<file path="config.mk">
export PLATFORM = sky130hd
export DESIGN_NAME = pwm_cmd_ctrl
export DESIGN_NICKNAME = d
export VERILOG_FILES = /design/src/rtl/pwm_cmd_ctrl.sv
export SDC_FILE = /design/constraint.sdc
export NUM_CORES = 1
export LEC_CHECK = 0
export ABC_CLOCK_PERIOD_IN_PS = 4300
export CAP_MARGIN = 20
export CORE_MARGIN = 5
export CORE_UTILIZATION = 55
export CTS_CLUSTER_SIZE = 25
export DETAILED_ROUTE_END_ITERATION = 6
export GPL_TIMING_DRIVEN = 0
export HOLD_SLACK_MARGIN = 0.05
export PLACE_DENSITY = 0.83
export SYNTH_ARGS = -nofsm -noshare
export SYNTH_HDL_FRONTEND = slang
export SYNTH_SLANG_ARGS = --single-unit
</file>
<file path="constraint.sdc">
create_clock -name clk -period 4.3 [get_ports clk]
set_input_delay 0.43 -clock clk [delete_from_list [all_inputs] [get_ports clk]]
set_output_delay 0.43 -clock clk [all_outputs]
set_load 0.05 [all_outputs]
</file>
<file path="src/rtl/pwm_cmd_ctrl.sv">
// Framed UART command parser that writes per-channel PWM duty registers and answers with ACK/NAK/readback.
// Optional inter-byte timeout is enabled by defining CMD_TIMEOUT_EN.
module pwm_cmd_ctrl #(
  parameter int NUM_CH      = 4,
  parameter int TIMEOUT_CYC = 2000000
) (
  input  logic                clk,
  input  logic                rst,
  input  logic [7:0]          rx_data,
  input  logic                rx_valid,
  input  logic                tx_busy,
  output logic [7:0]          tx_data,
  output logic                tx_start,
  output logic [NUM_CH*8-1:0] duty_bus,
  output logic [NUM_CH-1:0]   duty_upd,
  output logic                busy,
  output logic                err_pulse
);

  localparam logic [7:0] SYNC = 8'hA5;
  localparam logic [7:0] ACK  = 8'h06;
  localparam logic [7:0] NAK  = 8'h15;

  typedef enum logic [2:0] {
    IDLE,
    GET_ADDR,
    GET_DUTY,
    GET_CHK,
    EXEC,
    RESP
  } state_t;

  state_t      state;
  state_t      state_nx;

  logic        rd_q;
  logic [3:0]  ch_q;
  logic [7:0]  duty_q;
  logic [7:0]  chk_acc;
  logic        in_frame;
  logic        timeout;

  logic        ch_ok;
  logic        frame_ok;
  logic        wr_en;
  logic [7:0]  rd_duty;
  logic [7:0]  resp_byte;
  logic        err_nx;
  logic        tx_start_nx;

  assign in_frame = (state == GET_ADDR) || (state == GET_DUTY) || (state == GET_CHK);

`ifdef CMD_TIMEOUT_EN
  localparam int CW = $clog2(TIMEOUT_CYC + 1);
  logic [CW-1:0] to_cnt;

  // Counts idle cycles between bytes of a partial frame; parked at 0 elsewhere.
  always_ff @(posedge clk) begin
    if (rst || !in_frame || rx_valid) begin
      to_cnt <= '0;
    end else if (!timeout) begin
      to_cnt <= to_cnt + 1'b1;
    end
  end

  assign timeout = in_frame && !rx_valid && (to_cnt == CW'(TIMEOUT_CYC - 1));
`else
  // TIMEOUT_CYC only matters with the timeout build; this term is always false.
  assign timeout = 1'b0 && (TIMEOUT_CYC > 0);
`endif

  always_ff @(posedge clk) begin
    if (rst) begin
      state <= IDLE;
    end else begin
      state <= state_nx;
    end
  end

  always_comb begin
    state_nx = state;
    case (state)
      IDLE:     if (rx_valid && rx_data == SYNC) state_nx = GET_ADDR;
      GET_ADDR: if (timeout) state_nx = IDLE; else if (rx_valid) state_nx = GET_DUTY;
      GET_DUTY: if (timeout) state_nx = IDLE; else if (rx_valid) state_nx = GET_CHK;
      GET_CHK:  if (timeout) state_nx = IDLE; else if (rx_valid) state_nx = EXEC;
      EXEC:     state_nx = RESP;
      RESP:     if (!tx_busy) state_nx = IDLE;
      default:  state_nx = IDLE;
    endcase
  end

  // Running XOR of SYNC, ADDR, DUTY and CHK is zero exactly when the checksum is good.
  always_ff @(posedge clk) begin
    if (rst) begin
      rd_q    <= 1'b0;
      ch_q    <= '0;
      duty_q  <= '0;
      chk_acc <= '0;
    end else if (rx_valid) begin
      case (state)
        IDLE: chk_acc <= SYNC;
        GET_ADDR: begin
          rd_q    <= rx_data[7];
          ch_q    <= rx_data[3:0];
          chk_acc <= chk_acc ^ rx_data;
        end
        GET_DUTY: begin
          duty_q  <= rx_data;
          chk_acc <= chk_acc ^ rx_data;
        end
        GET_CHK: chk_acc <= chk_acc ^ rx_data;
        default: ;
      endcase
    end
  end

  always_comb begin
    ch_ok    = {1'b0, ch_q} < 5'(NUM_CH);
    frame_ok = (chk_acc == 8'h00) && ch_ok;
    wr_en    = (state == EXEC) && frame_ok && !rd_q;
    rd_duty  = '0;
    for (int k = 0; k < NUM_CH; k++) begin
      if (ch_q == 4'(k)) rd_duty = duty_bus[8*k +: 8];
    end
    if (!frame_ok) begin
      resp_byte = NAK;
    end else if (rd_q) begin
      resp_byte = rd_duty;
    end else begin
      resp_byte = ACK;
    end
    err_nx = ((state == EXEC) && !frame_ok) ||
             (rx_valid && ((state == EXEC) || (state == RESP))) ||
             timeout;
    tx_start_nx = (state == RESP) && !tx_busy;
    busy        = (state != IDLE);
  end

  // Error events in adjacent cycles merge so err_pulse never stretches past one cycle.
  always_ff @(posedge clk) begin
    if (rst) begin
      duty_bus  <= '0;
      duty_upd  <= '0;
      tx_data   <= 8'h00;
      tx_start  <= 1'b0;
      err_pulse <= 1'b0;
    end else begin
      duty_upd  <= '0;
      tx_start  <= tx_start_nx;
      err_pulse <= err_nx && !err_pulse;
      if (state == EXEC) tx_data <= resp_byte;
      for (int k = 0; k < NUM_CH; k++) begin
        if (wr_en && ch_q == 4'(k)) begin
          duty_bus[8*k +: 8] <= duty_q;
          duty_upd[k]        <= 1'b1;
        end
      end
    end
  end

endmodule
</file>
==> Word level (Yosys, flattened, before mapping) <==
Index checks and enable logic that the tools add are counted.
{ "classes": {"magnitude_cmp": 1, "eq_ne": 14, "mux": 17, "bitwise_logic": 1, "n_reduce_logical": 28} }
{ "ops": {"columns": ["op", "n"], "rows": [
  ["8-bit 2-to-1 mux", 6],
  ["3-bit case mux with 6 select lines", 1],
  ["8-bit case mux with 2 select lines", 1],
  ["3-bit 2-to-1 mux", 5],
  ["1-bit logical AND", 12],
  ["2-bit != test (second input constant)", 5],
  ["4-bit by 2-bit == test with 1-bit output (second input constant)", 2],
  ["8-bit == test (second input constant)", 1],
  ["8-bit logical NOT", 1],
  ["8-bit bitwise XOR", 1],
  ["3-bit by 2-bit == test with 1-bit output (second input constant)", 2],
  ["3-bit == test (second input constant)", 2],
  ["2-bit AND reduction", 3],
  ["5-bit AND reduction", 1],
  ["4-bit by 1-bit == test with 1-bit output (second input constant)", 1],
  ["1-bit logical NOT", 4],
  ["4-bit logical NOT", 1],
  ["4-bit by 3-bit less-than comparator with 1-bit output (second input constant)", 1],
  ["1-bit 2-to-1 mux", 4],
  ["3-bit by 1-bit == test with 1-bit output (second input constant)", 1],
  ["3-bit logical NOT", 1],
  ["3-bit nonzero test", 1],
  ["3-bit OR reduction", 1],
  ["1-bit logical OR", 2],
  ["2-bit nonzero test", 1]
]} }
{ "totals": {"ff_bits": 70} }

==> Depth between registers and ports, before layout <==
{ "depth": {"ltp_word": 7, "ltp_mapped": 6, "depth_no_buf": 4} }

==> Worst setup path after synthesis <==
OpenSTA, ideal clock, no wires.
{ "synth_timing": {"path_type": "register to register", "startpoint": "register state[1]", "endpoint": "register duty_bus[10]", "t_arrival_ns": 1.614, "required_ns": 4.179, "setup_slack_ns": 2.566, "stages_incl_launch_ff": 6, "period_less_slack_ns": 1.734, "cell_sequence": "dfxtp_1 -> buf_4 -> or3b_1 -> or4_1 -> buf_4 -> mux2i_1"} }
{ "synth_between": {"elab_chain_cells": 4} }
{ "synth_rtl": {"columns": ["element", "line", "source"], "rows": [
  ["start, declared", "33", "state_t state;"],
  ["start signal, assigned", "76", "state <= state_nx;"],
  ["3-bit == test", "121", "wr_en = (state == EXEC) && frame_ok && !rd_q;"],
  ["1-bit logical AND (2 in a row)", "121", null],
  ["1-bit logical AND", "154", "if (wr_en && ch_q == 4'(k)) begin"],
  ["end signal, assigned by index", "155", "duty_bus[8*k +: 8] <= duty_q;"],
  ["end, declared", "14", "output logic [NUM_CH*8-1:0] duty_bus,"]
]} }
No other way between the ends.
A chain may end at the register's enable or synchronous reset.

==> Worst setup path in the final report <==
{ "layout_timing": {"startpoint": "register state[1]", "endpoint": "output busy"} }
{ "layout_between": {"elab_chain_cells": 1} }
{ "layout_rtl": {"columns": ["element", "line", "source"], "rows": [
  ["3-bit nonzero test", "137", "busy = (state != IDLE);"],
  ["end, declared", "16", "output logic busy,"]
]} }
No other way between the ends.

==> tab_implementation.tex <==
\begin{tabular}{lr}
\hline
Metric & Value \\
\hline
\multicolumn{2}{l}{\textbf{Power}} \\
\quad Power, Total & 1.29 mW \\
\quad Power per standard cell area & 329 nW/µm² \\
\quad Worst ir drop on vdd & 274 µV \\
\quad Lkg Pwr & 1.45 nW \\
\multicolumn{2}{l}{\textbf{STA}} \\
\quad Worst setup skew after layout & 0.00780 ns \\
\quad Fin Setup TNS & 0 ns \\
\quad Post-route fraction of the period consumed by the critical path & 54.6\% \\
\quad Post-route setup slack & 1.95 ns \\
\quad Number of endpoints failing setup at the final stage & 0 \\
\quad RSZ-0062 raised after global routing & no \\
\quad Worst slew margin relative to its limit & 54.5\% \\
\quad Worst hold margin & 0.422 ns \\
\quad Fin. Hold Viols & 0 \\
\quad Maximum frequency from static timing analysis & 0.426 GHz \\
\quad Number of max-slew violations in the final report & 0 \\
\quad Crit path time final & 2.35 ns \\
\quad Worst-Margin Slew & 0.676 ns \\
\multicolumn{2}{l}{\textbf{Synthesis}} \\
\quad Share of flip-flops with an asynchronous set or reset & 0\% \\
\quad Syn Std Cell Area & 3040 µm² \\
\quad Number of synthesized register bits & 70 \\
\quad Main synth FF type & sky130\_fd\_sc\_hd\_\_dfxtp\_1 \\
\quad Number of distinct library cells after synthesis & 41 \\
\quad Number of warnings reported in the yosys synthesis log & 0 \\
\quad Synth Instances & 313 \\
\quad Number of synthesized flops with an enable pin & 0 \\
\quad Per-instance average area after synthesis & 9.70 µm² \\
\quad Net count after synthesis & 325 \\
\quad Post-synthesis sequential area ratio & 46.2\% \\
\multicolumn{2}{l}{\textbf{Critical path}} \\
\quad Crit path max fanout & 10 \\
\quad Capture instance of the worst register-to-register path & duty\_bus[10] \\
\quad Type of the setup path with the least slack & reg2out \\
\quad Cell Chain, Critical Path & buf\_4 -> or3\_1 -> clkdlybuf4s50\_1 \\
\quad Kind of cell adding the most delay to the critical path & buffers and inverters \\
\quad Stage delay of the slowest cell on the critical path & 0.71 ns \\
\quad Nature of the critical path endpoint & output port \\
\quad Startpoint of the worst register-to-register path & chk\_acc[3] \\
\quad CP arrival & 1.92 ns \\
\quad Number of cell instances on the worst register-to-register path & 5 \\
\quad WP data required & 3.87 ns \\
\quad Worst-path cell with the longest stage delay & sky130\_fd\_sc\_hd\_\_clkdlybuf4s50\_1 \\
\quad Buffers and inverters on the worst path & 2 \\
\quad Setup slack of the worst register-to-register path & 2.12 ns \\
\quad Category of the worst setup path launch point & flip-flop \\
\multicolumn{2}{l}{\textbf{Floorplan}} \\
\quad Number of top-level pins & 59 \\
\quad Vertical die dimension & 84.3 µm \\
\quad Die extent in x & 84.3 µm \\
\quad Full die area & 7100 µm² \\
\quad Initial Utilization & 55.8\% \\
\quad Floorplan Core Area & 5440 µm² \\
\quad FP Rows & 27 \\
\multicolumn{2}{l}{\textbf{Job}} \\
\quad Maximum Capacitance Violations & 0 \\
\multicolumn{2}{l}{\textbf{Place}} \\
\quad Placement-stage cell area & 3700 µm² \\
\quad Routability congestion estimate from global placement & 0.833 \\
\quad DP HPWL & 5.52 mm \\
\quad Quantity of I/O buffers inserted on ports & 57 \\
\quad Placed cell count & 442 \\
\quad Post-Place Worst Slack & 1.90 ns \\
\multicolumn{2}{l}{\textbf{Finish}} \\
\quad Antenna diode count & 0 \\
\quad Final \#Nets & 393 \\
\quad Commonest cells after routing, fill and taps aside & 70 x sky130\_fd\_sc\_hd\_\_dfxtp\_1, 57 x sky130\_fd\_sc\_hd\_\_clkdlybuf4s50\_1, 45 x sky130\_fd\_sc\_hd\_\_mux2i\_1 \\
\quad Final standard cell utilization of the core & 71.9\% \\
\quad FILL cells & 428 \\
\quad Share of post-route cells with drive strength above 1 & 6.99\% \\
\quad Filler-free cell count of the finished design & 458 \\
\quad Most frequent standard cell in the layout excluding fill and tap cells & sky130\_fd\_sc\_hd\_\_dfxtp\_1 \\
\quad Area added between synthesis and finish & 28.9\% \\
\quad Final instance area & 3910 µm² \\
\multicolumn{2}{l}{\textbf{Clock tree}} \\
\quad Count of cells resized by post-cts repair & 0 \\
\quad Clock transition at path regs & 0.07 ns \\
\quad Clock network latency to the later pin of the worst-skew pair & 0.35 ns \\
\quad Number of buffers inserted by post-CTS setup repair & 0 \\
\quad Clock buffers created by TritonCTS & 9 \\
\quad Root buffer selected by CTS & sky130\_fd\_sc\_hd\_\_clkbuf\_8 \\
\quad Clk sink count & 70 \\
\quad Level count of the clock H-tree & 3 \\
\quad Total of hold buffers inserted after clock tree synthesis & 0 \\
\quad TritonCTS clock tree & yes \\
\quad Max clock buf depth & 2 \\
\multicolumn{2}{l}{\textbf{Hold path}} \\
\quad Tightest Hold Check Type & reg2reg \\
\quad Hold Crit Start & err\_pulse \\
\quad WHS Endpoint & err\_pulse \\
\quad Hold depth & 1 \\
\multicolumn{2}{l}{\textbf{Global routing}} \\
\quad Wire length of the first global-routing pass & 12.6 mm \\
\quad Initial antenna violation count & 0 \\
\quad Overflow left after global routing & 0 \\
\quad Gr usage total & 22.6\% \\
\quad Vias in the first global route & 2510 \\
\quad Maximum number of pins on one net before global-route repair & 12 \\
\multicolumn{2}{l}{\textbf{Routing}} \\
\quad Total via count after detailed routing & 2587 \\
\quad Final routed wire length divided by cell count & 17.2 µm \\
\quad Final wirelength & 7.89 mm \\
\quad 1st-iter DRT viols & 202 \\
\quad Post-DR vias/cell & 5.65 \\
\quad Drc violations & 0 \\
\quad Antenna-violating nets left & 0 \\
\quad First-pass detailed-route iteration total & 5 \\
\multicolumn{2}{l}{\textbf{Run status}} \\
\quad Status & complete, no violations \\
\hline
\end{tabular}
-- Yosys cell counts, types with 2 or more instances --
cell,n,area [µm²]
sky130_fd_sc_hd__or3_1,3,18.8
sky130_fd_sc_hd__nand2_1,14,52.6
sky130_fd_sc_hd__buf_4,3,22.5
sky130_fd_sc_hd__a311oi_1,4,35.0
sky130_fd_sc_hd__o221ai_1,4,35.0
sky130_fd_sc_hd__nor4_1,5,31.3
sky130_fd_sc_hd__buf_1,2,7.51
sky130_fd_sc_hd__nor2b_1,2,12.5
sky130_fd_sc_hd__or4_1,2,15.0
sky130_fd_sc_hd__buf_2,2,10.0
sky130_fd_sc_hd__o21a_1,8,60.1
sky130_fd_sc_hd__mux4_2,3,67.6
sky130_fd_sc_hd__mux2i_1,45,450
sky130_fd_sc_hd__nand2b_1,44,275
sky130_fd_sc_hd__inv_1,5,18.8
sky130_fd_sc_hd__clkbuf_1,13,48.8
sky130_fd_sc_hd__o22ai_1,4,25.0
sky130_fd_sc_hd__a31oi_1,3,18.8
sky130_fd_sc_hd__nand3b_1,4,30.0
sky130_fd_sc_hd__nor3_1,7,35.0
sky130_fd_sc_hd__a21oi_1,6,30.0
sky130_fd_sc_hd__and3_1,2,12.5
sky130_fd_sc_hd__nor2_1,30,113
sky130_fd_sc_hd__dfxtp_1,70,1400
sky130_fd_sc_hd__o21ai_0,11,55.1
sky130_fd_sc_hd__nand4_2,2,25.0
-- how the worst max path moves through the flow --
stage                     startpoint      endpoint  slack (ns)  cells past startpoint
final                       state[1]          busy        1.95                      3
after detailed placement    rx_valid     duty_q[5]        1.90                      7
after floorplan             state[1]  duty_bus[10]        2.57                      5
after global placement      rx_valid     duty_q[4]        1.95                      7
after global routing        state[0]          busy        1.90                      3
after CTS                   state[1]          busy        1.95                      3
-- state kept, by name, summed over array words and instances, names as in the netlist --
register,count
state,3
duty_bus,32
chk_acc,8
err_pulse,1
rd_q,1
ch_q,4
tx_data,8
duty_q,8
duty_upd,4
tx_start,1
-- area by class of cell --
cell class                 instances  area (µm²)  share of cell area [%]
sequential                        70        1400                    35.8
multi-input combinational        218        1530                    39.0
clock buffer                      12         145                    3.71
buffer                            20        88.8                    2.27
inverter                           5        18.8                   0.480
clock inverter                     4        70.1                    1.79
timing repair buffer              57         571                    14.6
tap                               72        90.1                    2.30
-- power by group --
| group | internal, mW | switching (mW) | total (mW) |
|---|---|---|---|
| Clock | 0.341 | 0.241 | 0.582 |
| Combinational | 0.0228 | 0.0285 | 0.0513 |
| Sequential | 0.651 | 0.00218 | 0.653 |
| Total | 1.01 | 0.271 | 1.29 |
-- logic make-up after synthesis --
| group | count (synthesis) | share of synthesized area [%] |
|---|---|---|
| xor+xnor | 2 | 0.577 |
| compound gates | 44 | 9.60 |
| flops | 70 | 46.2 |
| simple gates | 124 | 23.0 |
| buf+inv | 25 | 3.55 |
| mux | 48 | 17.1 |
-- layer usage --
| metal | up-vias | track usage [%] | part of all wire, % |
|---|---|---|---|
| met3 | 13 | 4.22 | 5.8 |
| met2 | 94 | 34.9 | 47 |
| met4 | 0 | 10.5 | 2.0 |
| met1 | 1236 | 30.5 | 45 |
| met5 | - | 0 | 0 |
| li1 | 1244 | - | - |
Note: power is estimated with default switching activity, not from simulation.
